### config.mk
export PLATFORM = sky130hd
export DESIGN_NAME = flag_sync_multi
export DESIGN_NICKNAME = d
export VERILOG_FILES = /design/src/rtl/flag_sync_multi.sv
export SDC_FILE = /design/constraint.sdc
export NUM_CORES = 1
export LEC_CHECK = 0
export CELL_PAD_IN_SITES_DETAIL_PLACEMENT = 1
export CELL_PAD_IN_SITES_GLOBAL_PLACEMENT = 1
export CORE_ASPECT_RATIO = 0.8
export CORE_MARGIN = 3
export CORE_UTILIZATION = 31
export DETAILED_ROUTE_END_ITERATION = 7
export GPL_TIMING_DRIVEN = 0
export PLACE_DENSITY = 0.79
export SLEW_MARGIN = 20
export SYNTH_ARGS = -nofsm -noshare
export SYNTH_HDL_FRONTEND = slang
export SYNTH_SLANG_ARGS = --single-unit
### constraint.sdc
create_clock -name clk -period 1.1 [get_ports clk]
set_input_delay 0.22 -clock clk [delete_from_list [all_inputs] [get_ports clk]]
set_output_delay 0.22 -clock clk [all_outputs]
set_load 0.02 [all_outputs]
### src/rtl/flag_sync_multi.sv
// Multi-channel async flag synchroniser: sync chain, edge pulse, sticky pending/ack, overrun.
// Define FLAG_SYNC_FILTER_EN to insert a FILT_LEN-cycle glitch filter after each sync chain.
module flag_sync_multi #(
  parameter int unsigned CH          = 4,
  parameter int unsigned SYNC_STAGES = 2,
  parameter int unsigned EDGE_MODE   = 0,
  parameter int unsigned FILT_LEN    = 4
) (
  input  logic          clk,
  input  logic          rst_n,
  input  logic [CH-1:0] async_in,
  input  logic [CH-1:0] ack,
  input  logic [CH-1:0] clr_overrun,
  output logic [CH-1:0] level_out,
  output logic [CH-1:0] pulse_out,
  output logic [CH-1:0] pending,
  output logic [CH-1:0] overrun
);

  if (CH < 1) begin : gen_bad_ch
    $error("flag_sync_multi: CH must be >= 1");
  end
  if (SYNC_STAGES < 2) begin : gen_bad_stages
    $error("flag_sync_multi: SYNC_STAGES must be >= 2");
  end
  if (EDGE_MODE > 2) begin : gen_bad_mode
    $error("flag_sync_multi: EDGE_MODE must be 0, 1 or 2");
  end
  if (FILT_LEN < 1) begin : gen_bad_filt
    $error("flag_sync_multi: FILT_LEN must be >= 1");
  end

  logic [CH-1:0][SYNC_STAGES-1:0] sync_q, sync_d;
  logic [CH-1:0] sync_out;
  logic [CH-1:0] s;
  logic [CH-1:0] evt;
  logic [CH-1:0] prev_q, prev_d;
  logic [CH-1:0] pulse_q, pulse_d;
  logic [CH-1:0] pend_q, pend_d;
  logic [CH-1:0] ovr_q, ovr_d;

  // Plain shift chain: nothing may sit between the metastability flops.
  always_comb begin
    for (int i = 0; i < CH; i++) begin
      sync_d[i]   = {sync_q[i][SYNC_STAGES-2:0], async_in[i]};
      sync_out[i] = sync_q[i][SYNC_STAGES-1];
    end
  end

`ifdef FLAG_SYNC_FILTER_EN
  localparam int unsigned CntW = $clog2(FILT_LEN + 1);
  localparam logic [CntW-1:0] CntLast = CntW'(FILT_LEN - 1);

  logic [CH-1:0]           filt_q, filt_d;
  logic [CH-1:0][CntW-1:0] cnt_q, cnt_d;

  // Filter output follows the synchronised level only after FILT_LEN differing cycles in a row.
  always_comb begin
    filt_d = filt_q;
    cnt_d  = cnt_q;
    for (int i = 0; i < CH; i++) begin
      if (sync_out[i] == filt_q[i]) begin
        cnt_d[i] = '0;
      end else if (cnt_q[i] == CntLast) begin
        filt_d[i] = sync_out[i];
        cnt_d[i]  = '0;
      end else begin
        cnt_d[i] = cnt_q[i] + CntW'(1);
      end
    end
  end

  always_ff @(posedge clk or negedge rst_n) begin
    if (!rst_n) begin
      filt_q <= '0;
      cnt_q  <= '0;
    end else begin
      filt_q <= filt_d;
      cnt_q  <= cnt_d;
    end
  end

  assign s = filt_q;
`else
  assign s = sync_out;
`endif

  always_comb begin
    if (EDGE_MODE == 1) begin
      evt = s & ~prev_q;
    end else if (EDGE_MODE == 2) begin
      evt = ~s & prev_q;
    end else begin
      evt = s ^ prev_q;
    end
    prev_d  = s;
    pulse_d = evt;
    // A new event keeps pending set even when the old one is acked in the same cycle.
    pend_d  = evt | (pend_q & ~ack);
    // Setting overrun beats a simultaneous clear.
    ovr_d   = (ovr_q & ~clr_overrun) | (evt & pend_q & ~ack);
  end

  always_ff @(posedge clk or negedge rst_n) begin
    if (!rst_n) begin
      sync_q  <= '0;
      prev_q  <= '0;
      pulse_q <= '0;
      pend_q  <= '0;
      ovr_q   <= '0;
    end else begin
      sync_q  <= sync_d;
      prev_q  <= prev_d;
      pulse_q <= pulse_d;
      pend_q  <= pend_d;
      ovr_q   <= ovr_d;
    end
  end

  assign level_out = s;
  assign pulse_out = pulse_q;
  assign pending   = pend_q;
  assign overrun   = ovr_q;

endmodule
# Yosys cells after proc, flatten, opt, wreduce, memory -nomap -nowiden

Cells that the tools add are included.

Bitwise logic cells: 9

Operators by type and width:

| cell        | number |
|---|---|
| $and 4x4->4 | 4 |
| $not 4->4   | 2 |
| $or 4x4->4  | 2 |
| $xor 4x4->4 | 1 |

Output and inout port bits: 16
Register bits after elaboration: 24
Input port bits: 14
Word-level logic and storage cells: 17

# Logic depth before layout (Yosys ltp)

Gate-level depths: netlist of run 1.

Depth after elaboration: 4
Gate-level depth with buffers: 2
Gate-level depth less buffers: 2

# Least setup slack after synthesis of run 1

Ideal clock, no wire load.

Path kind: reg-to-reg
Start point: register sync_q (netlist bit level_out[0])
End point: register ovr_q[0], in the netlist overrun[0]
Setup slack: 184 ps
Period minus slack after synthesis: 916 ps
Data arrival time: 781 ps
Buffers on the path: 0
Cell stages (with the launch flop): 3
Library setup time: 135 ps
Required time: 965 ps
Path through: dfrtp_1 -> xnor2_1 -> o22ai_1

Word-level cells in the longest chain between the ends: 4

Ends and longest elaborated chain:

| what                      | line | text |
|---|---|---|
| start: declaration        | 33   | `logic [CH-1:0][SYNC_STAGES-1:0] sync_q, sync_d;` |
| start signal: assignment  | 112  | `sync_q <= sync_d;` |
| $xor 4x4->4               | 94   | `evt = s ^ prev_q;` |
| $and 4x4->4 (2 in series) | 101  | `ovr_d = (ovr_q & ~clr_overrun) \| (evt & pend_q & ~ack);` |
| $or 4x4->4                | 101  |  |
| via ovr_d[0]              | 40   | `logic [CH-1:0] ovr_q, ovr_d;` |
| end signal: assignment    | 116  | `ovr_q <= ovr_d;` |
| end: declaration          | 40   |  |

The timed path passes the listed nets, and every way through them passes these cells.

# Worst setup path after layout of run 1

Start point: register sync_q (netlist bit level_out[1])
End point: output level_out[1]

RTL lines:

| what             | line | text |
|---|---|---|
| end: declaration | 14   | `output logic [CH-1:0] level_out,` |

No word-level cell between the ends.

==> flow_metrics.tcl, run 1 <==
set metrics [dict create \
    run_status "complete, but fails checks" \
    violations "negative setup slack" \
    cts.sinks 24 \
    worst_slew_pin_slew_ns 0.507 \
    startpoint_type "flop" \
    ys_seq_area_share_pct 82.2 \
    row_count 15 \
    overflow 0 \
    grt_pass1_vias 502 \
    htree_levels 1 \
    fin_skew_ns 0.00951 \
    fill_cells 233 \
    tritoncts "done" \
    setup_ws_ns -0.00279 \
    instances_no_fill 114 \
    place_congestion 0.640 \
    syn_inst 48 \
    syn_to_final_growth_pct 61.3 \
    antenna_left 0 \
    end_kind "output port" \
    fin_hold_ws_ns 0.336 \
    root_buffer "clkbuf_4" \
    synth_top_area_cell "dfrtp_1" \
    synthTopCellsByArea "dfrtp_1 82%, xnor2_1 4.8%, inv_1 4.1%" \
    final-seq-area_um2 601 \
    wire_per_inst_um 12.6 \
    r2r_slack_ns 0.04 \
    via_per_inst 4.33 \
    grt_pass1_wl_um 2170 \
    synth_area_per_cell_um2 15.2 \
    critPathKind "flop to output port" \
    max_freq_mhz 907 \
    required_ns 0.88 \
    hpwl_um 977 \
    synth_top_area_share_pct 82.2 \
    antenna_cells 0 \
    yosysWarnings 0 \
    nets 104 \
    cp_cell_sequence "buf_6" \
    io_buffer_count 29 \
    grt_use_total_pct 10.1 \
    critPathSlowestCell "dfrtp_1" \
    wirelength_um 1430 \
    setup_violations 1 \
    grt_max_degree 25 \
    rsz0062_at_grt "yes" \
    synth_area_um2 731 \
    first_pass_iters 3 \
    slew_viol_final 0 \
    maxCapViolations 0 \
    drive_gt1_share_pct 33.7 \
    synth-seq-cells 24 \
    die_h_um 49.4 \
    cp_num_buf_inv 1 \
    cpPeakStageDelay_ns 0.43 \
    fp.dieW_um 60.3 \
    multi_input_area_um2 115 \
    hold_path_class "input port to flop" \
    path_delay_family "flip-flops" \
    p_total_mw 1.98 \
    insertion_delay_ns 0.31 \
    dieArea_um2 2980 \
    worstPathArrival_ns 0.88 \
    vias 494 \
    period_needed_ns 1.10 \
    antenna_found_initial 0 \
    power_density_nw_per_um2 1680 \
    synthesis.nets 62 \
    drtIter0Drc 9 \
    vdd_drop_max_v 0.000946 \
    p_leak_nw 0.569 \
    start_util_pct 33.3 \
    worstPathMaxFanout 3 \
    core_um2 2200 \
    cts_buffer_depth 2 \
    drc 0 \
    min_period_over_period_pct 100 \
    ys_types 6 \
    hold_viol 0 \
    cts_buffers 3 \
    place_inst 102 \
    cts.clk_slew.worst_paths_ns 0.13 \
    slew_headroom_pct 66.2 \
    ios 30 \
]
## per-stage QoR
stage | util (%) | instance area, um2 | TNS, ns | worst slack [ns]
finish | 53.7 | 1180 | -0.00279 | -0.00279
global route | 53.7 | 1180 | -0.381 | -0.0690
CTS | 50.3 | 1100 | -0.0810 | -0.0558
detailed placement | 47.9 | 1050 | -11.44 | -0.438
global placement | 47.9 | 1050 | -9.17 | -0.349
floorplan | - | 731 | 0 | 0.184
## power by group
group          total [mW]  switching (mW)  internal (mW)
registers            1.00          0.0446          0.955
clock network       0.615           0.247          0.368
logic               0.366           0.169          0.197
total                1.98           0.461           1.52
## sequential cells by signal (all words and copies together) (netlist names)
register / cells
overrun: 4
pending: 4
level_out: 4
pulse_out: 4
sync_d: 4
prev_q: 4
## cells by family (layout without fill, tap and decap cells)
group	Yosys count	count (layout)	share of synthesized area (%)
flip-flops	24	24	82.2
buffers and inverters	8	49	4.11
AO/OA/AOI/OAI	4	4	3.42
XOR/XNOR	4	4	4.79
AND/OR/NAND/NOR	8	8	5.48
## cell type report
type / instances / share of cell area, %
inverters: 8 / 2.55
repair buffers: 37 / 29.6
multi-input cells: 16 / 9.77
clock inverters: 1 / 2.55
flip-flops and latches: 24 / 51.0
well taps: 25 / 2.65
clock buffers: 3 / 1.91
## routing by layer
metal	vias to the layer above	track usage (%)	routed length, um
met1	241	13.5	618
li1	226	-	-
met3	0	4.76	155
met5	-	0	0
met2	27	15.3	659
met4	0	1.11	0
## what timing repair did
item                                   CTS  global route
buffers inserted                         4             3
hold buffers                             0             1
endpoints found under the hold margin    0            24
cloned                                   0             0
resized for setup                       81            12
setup endpoints to repair               40            15
## synthesized netlist by cell type
library cell   n
o22ai_1        4
inv_1          8
xnor2_1        4
dfrtp_1       24
nand2b_1       4
nand2_1        4
## cell usage in the layout (no fill, tap or decap)
| master | n |
|---|---|
| buf_4 | 7 |
| bufinv_16 | 1 |
| xnor2_2 | 2 |
| clkbuf_4 | 3 |
| clkdlybuf4s50_1 | 12 |
| buf_6 | 13 |
| inv_1 | 8 |
| dlygate4sd3_1 | 1 |
| dfrtp_1 | 24 |
| nand2_1 | 4 |
| xnor2_1 | 2 |
| o22ai_1 | 4 |
| buf_2 | 4 |
| nand2b_1 | 4 |
## worst paths after layout
kind,start,endpoint,cells after the start
setup / recovery,level_out[1]$_DFF_PN0_,level_out[1],1
hold / removal,async_in[3],sync_d[7]$_DFF_PN0_,1
setup reg to reg,level_out[1]$_DFF_PN0_,overrun[1]$_DFF_PN0_,3
hold reg to reg,sync_d[1]$_DFF_PN0_,level_out[0]$_DFF_PN0_,0
max in group asynchronous,rst_n,prev_q[3]$_DFF_PN0_,2
min in group asynchronous,rst_n,prev_q[2]$_DFF_PN0_,2
(Power assumes the default switching activity.)
==> run 2: changes to the inputs <==
--- a/config.mk
+++ b/config.mk
@@ -6,13 +6,12 @@
 export NUM_CORES = 1
 export LEC_CHECK = 0
 export CELL_PAD_IN_SITES_DETAIL_PLACEMENT = 1
-export CELL_PAD_IN_SITES_GLOBAL_PLACEMENT = 1
+export CELL_PAD_IN_SITES_GLOBAL_PLACEMENT = 2
 export CORE_ASPECT_RATIO = 0.8
 export CORE_MARGIN = 3
-export CORE_UTILIZATION = 31
+export CORE_UTILIZATION = 26
 export DETAILED_ROUTE_END_ITERATION = 7
-export GPL_TIMING_DRIVEN = 0
-export PLACE_DENSITY = 0.79
+export PLACE_DENSITY = 0.8
 export SLEW_MARGIN = 20
 export SYNTH_ARGS = -nofsm -noshare
 export SYNTH_HDL_FRONTEND = slang
==> flow_metrics.tcl, run 2 (synthesized netlist as in run 1, its figures left out) <==
set metrics [dict create \
    grt_pass1_wl_um 2240 \
    antenna_found_initial 0 \
    rsz0062_at_grt "yes" \
    slew_headroom_pct 83.3 \
    power_density_nw_per_um2 1520 \
    wirelength_um 1350 \
    drtIter0Drc 6 \
    busiest_layer "met2" \
    ios 30 \
    hpwl_um 991 \
    met2_usage_pct 13.3 \
    hold_path_class "input port to async pin" \
    slew_viol_final 0 \
    fill_cells 294 \
    stdcell_area_um2 1200 \
    cts_hold_buf 0 \
    die_h_um 53.4 \
    fin_skew_ns 0.00283 \
    io_buffer_count 29 \
    critPathKind "flop to output port" \
    overflow 0 \
    grt_pass1_vias 484 \
    setup_violations 0 \
    worst_slew_pin_slew_ns 0.248 \
    r2r_slack_ns 0.09 \
    layout_commonest_cell "dfrtp_1" \
    worstPathArrival_ns 0.86 \
    startpoint_type "flop" \
    required_ns 0.88 \
    gr-usage-met1_pct 10.4 \
    vdd_drop_max_v 0.000883 \
    tritoncts "done" \
    final-seq-area_um2 601 \
    dieArea_um2 3490 \
    cpPeakStageDelay_ns 0.42 \
    multi_input_area_um2 123 \
    root_buffer "clkbuf_4" \
    run_status "finished, final reports clean" \
    vias 476 \
    antenna_left 0 \
    drc 0 \
    final_cell_mix "24 x dfrtp_1, 15 x buf_6, 13 x clkdlybuf4s50_1, 8 x inv_1, 5 x buf_4" \
    grtUsageMet3_pct 5.94 \
    drive_gt1_share_pct 33.3 \
    cts_buffer_depth 2 \
    rr_startpoint "level_out[0]$_DFF_PN0_" \
    end_kind "output port" \
    hold_viol 0 \
    r2r_cells 3 \
    first_pass_iters 2 \
    worstPathMaxFanout 2 \
    max_freq_mhz 924 \
    htree_levels 1 \
    cts_buffers 3 \
    start_util_pct 28.5 \
    nets 102 \
    grt_max_degree 25 \
    path_delay_family "flip-flops" \
    cp_num_buf_inv 1 \
    period_needed_ns 1.08 \
    antenna_cells 0 \
    cts.clk_slew.worst_paths_ns 0.12 \
    core_um2 2560 \
    fp.dieW_um 65.3 \
    final_core_util_pct 46.7 \
    row_count 16 \
    cts.sinks 24 \
    maxCapViolations 0 \
    via_per_inst 3.87 \
    place_area_um2 1120 \
    place_congestion 0.636 \
    syn_to_final_growth_pct 63.7 \
    insertion_delay_ns 0.31 \
    min_period_over_period_pct 98.4 \
    fin_hold_ws_ns 0.243 \
    wire_per_inst_um 11.0 \
    critPathSlowestCell "dfrtp_1" \
    grt_use_total_pct 8.58 \
    cp_cell_sequence "buf_6" \
    r2r_end "overrun[0]$_DFF_PN0_" \
    p_leak_nw 0.567 \
]
## run 2: area by class of cell
cell class	instances	share of cell area (%)
tap	36	3.77
sequential	24	50.2
timing repair buffer	35	30.2
inverter	8	2.51
clock buffer	4	3.03
multi-input combinational	16	10.3
## run 2: timing repair
item / 4_1_cts / 5_1_grt
setup endpoints to repair: 16 / 17
resized for setup: 72 / 25
setup buffers: 0 / 0
## run 2: how the worst max path moves through the flow
stage	start	endpoint	slack (ns)	cells after the start
3_5_place_dp	level_out[3]$_DFF_PN0_	level_out[3]	-0.07	1
2_1_floorplan	level_out[0]$_DFF_PN0_	overrun[0]$_DFF_PN0_	0.18	2
4_1_cts	level_out[3]$_DFF_PN0_	level_out[3]	-0.01	1
5_1_grt	level_out[3]$_DFF_PN0_	level_out[3]	-0.04	1
6_report	level_out[1]$_DFF_PN0_	level_out[1]	0.02	1
3_3_place_gp	pending[1]$_DFF_PN0_	pending[1]	-0.06	1
## run 2: through the flow
| stage | cells | total power, mW | worst slack [ns] | setup TNS [ns] |
|---|---|---|---|---|
| 2_1_floorplan | 48 | 1.14 | 0.184 | 0 |
| 3_3_place_gp | 119 | 1.35 | -0.0605 | -0.584 |
| 3_5_place_dp | 119 | 1.36 | -0.0708 | -0.721 |
| 4_1_cts | 123 | 1.77 | -0.0133 | -0.0133 |
| 5_1_grt | 123 | 1.91 | -0.0441 | -0.320 |
| 6_report | 123 | 1.81 | 0.0175 | 0 |
## run 2: report_power, final
part           internal [mW]  switching (mW)  leakage, nW
Combinational          0.203           0.163        0.265
Sequential             0.955          0.0441        0.280
Clock                  0.202           0.247       0.0210
## run 2: per-layer routing
metal  part of all wire (%)  wire length [um]
met5                      0                 0
met1                     44               591
met4                      0                 0
met3                     13               176
met2                     43               579
==> run 3: changes to the inputs <==
--- a/config.mk
+++ b/config.mk
@@ -5,6 +5,7 @@
 export SDC_FILE = /design/constraint.sdc
 export NUM_CORES = 1
 export LEC_CHECK = 0
+export ABC_CLOCK_PERIOD_IN_PS = 1100
 export CELL_PAD_IN_SITES_DETAIL_PLACEMENT = 1
 export CELL_PAD_IN_SITES_GLOBAL_PLACEMENT = 2
 export CORE_ASPECT_RATIO = 0.8
==> results of run 3 <==
Same layout as run 2: the final DEF is identical, and so are final timing and power.
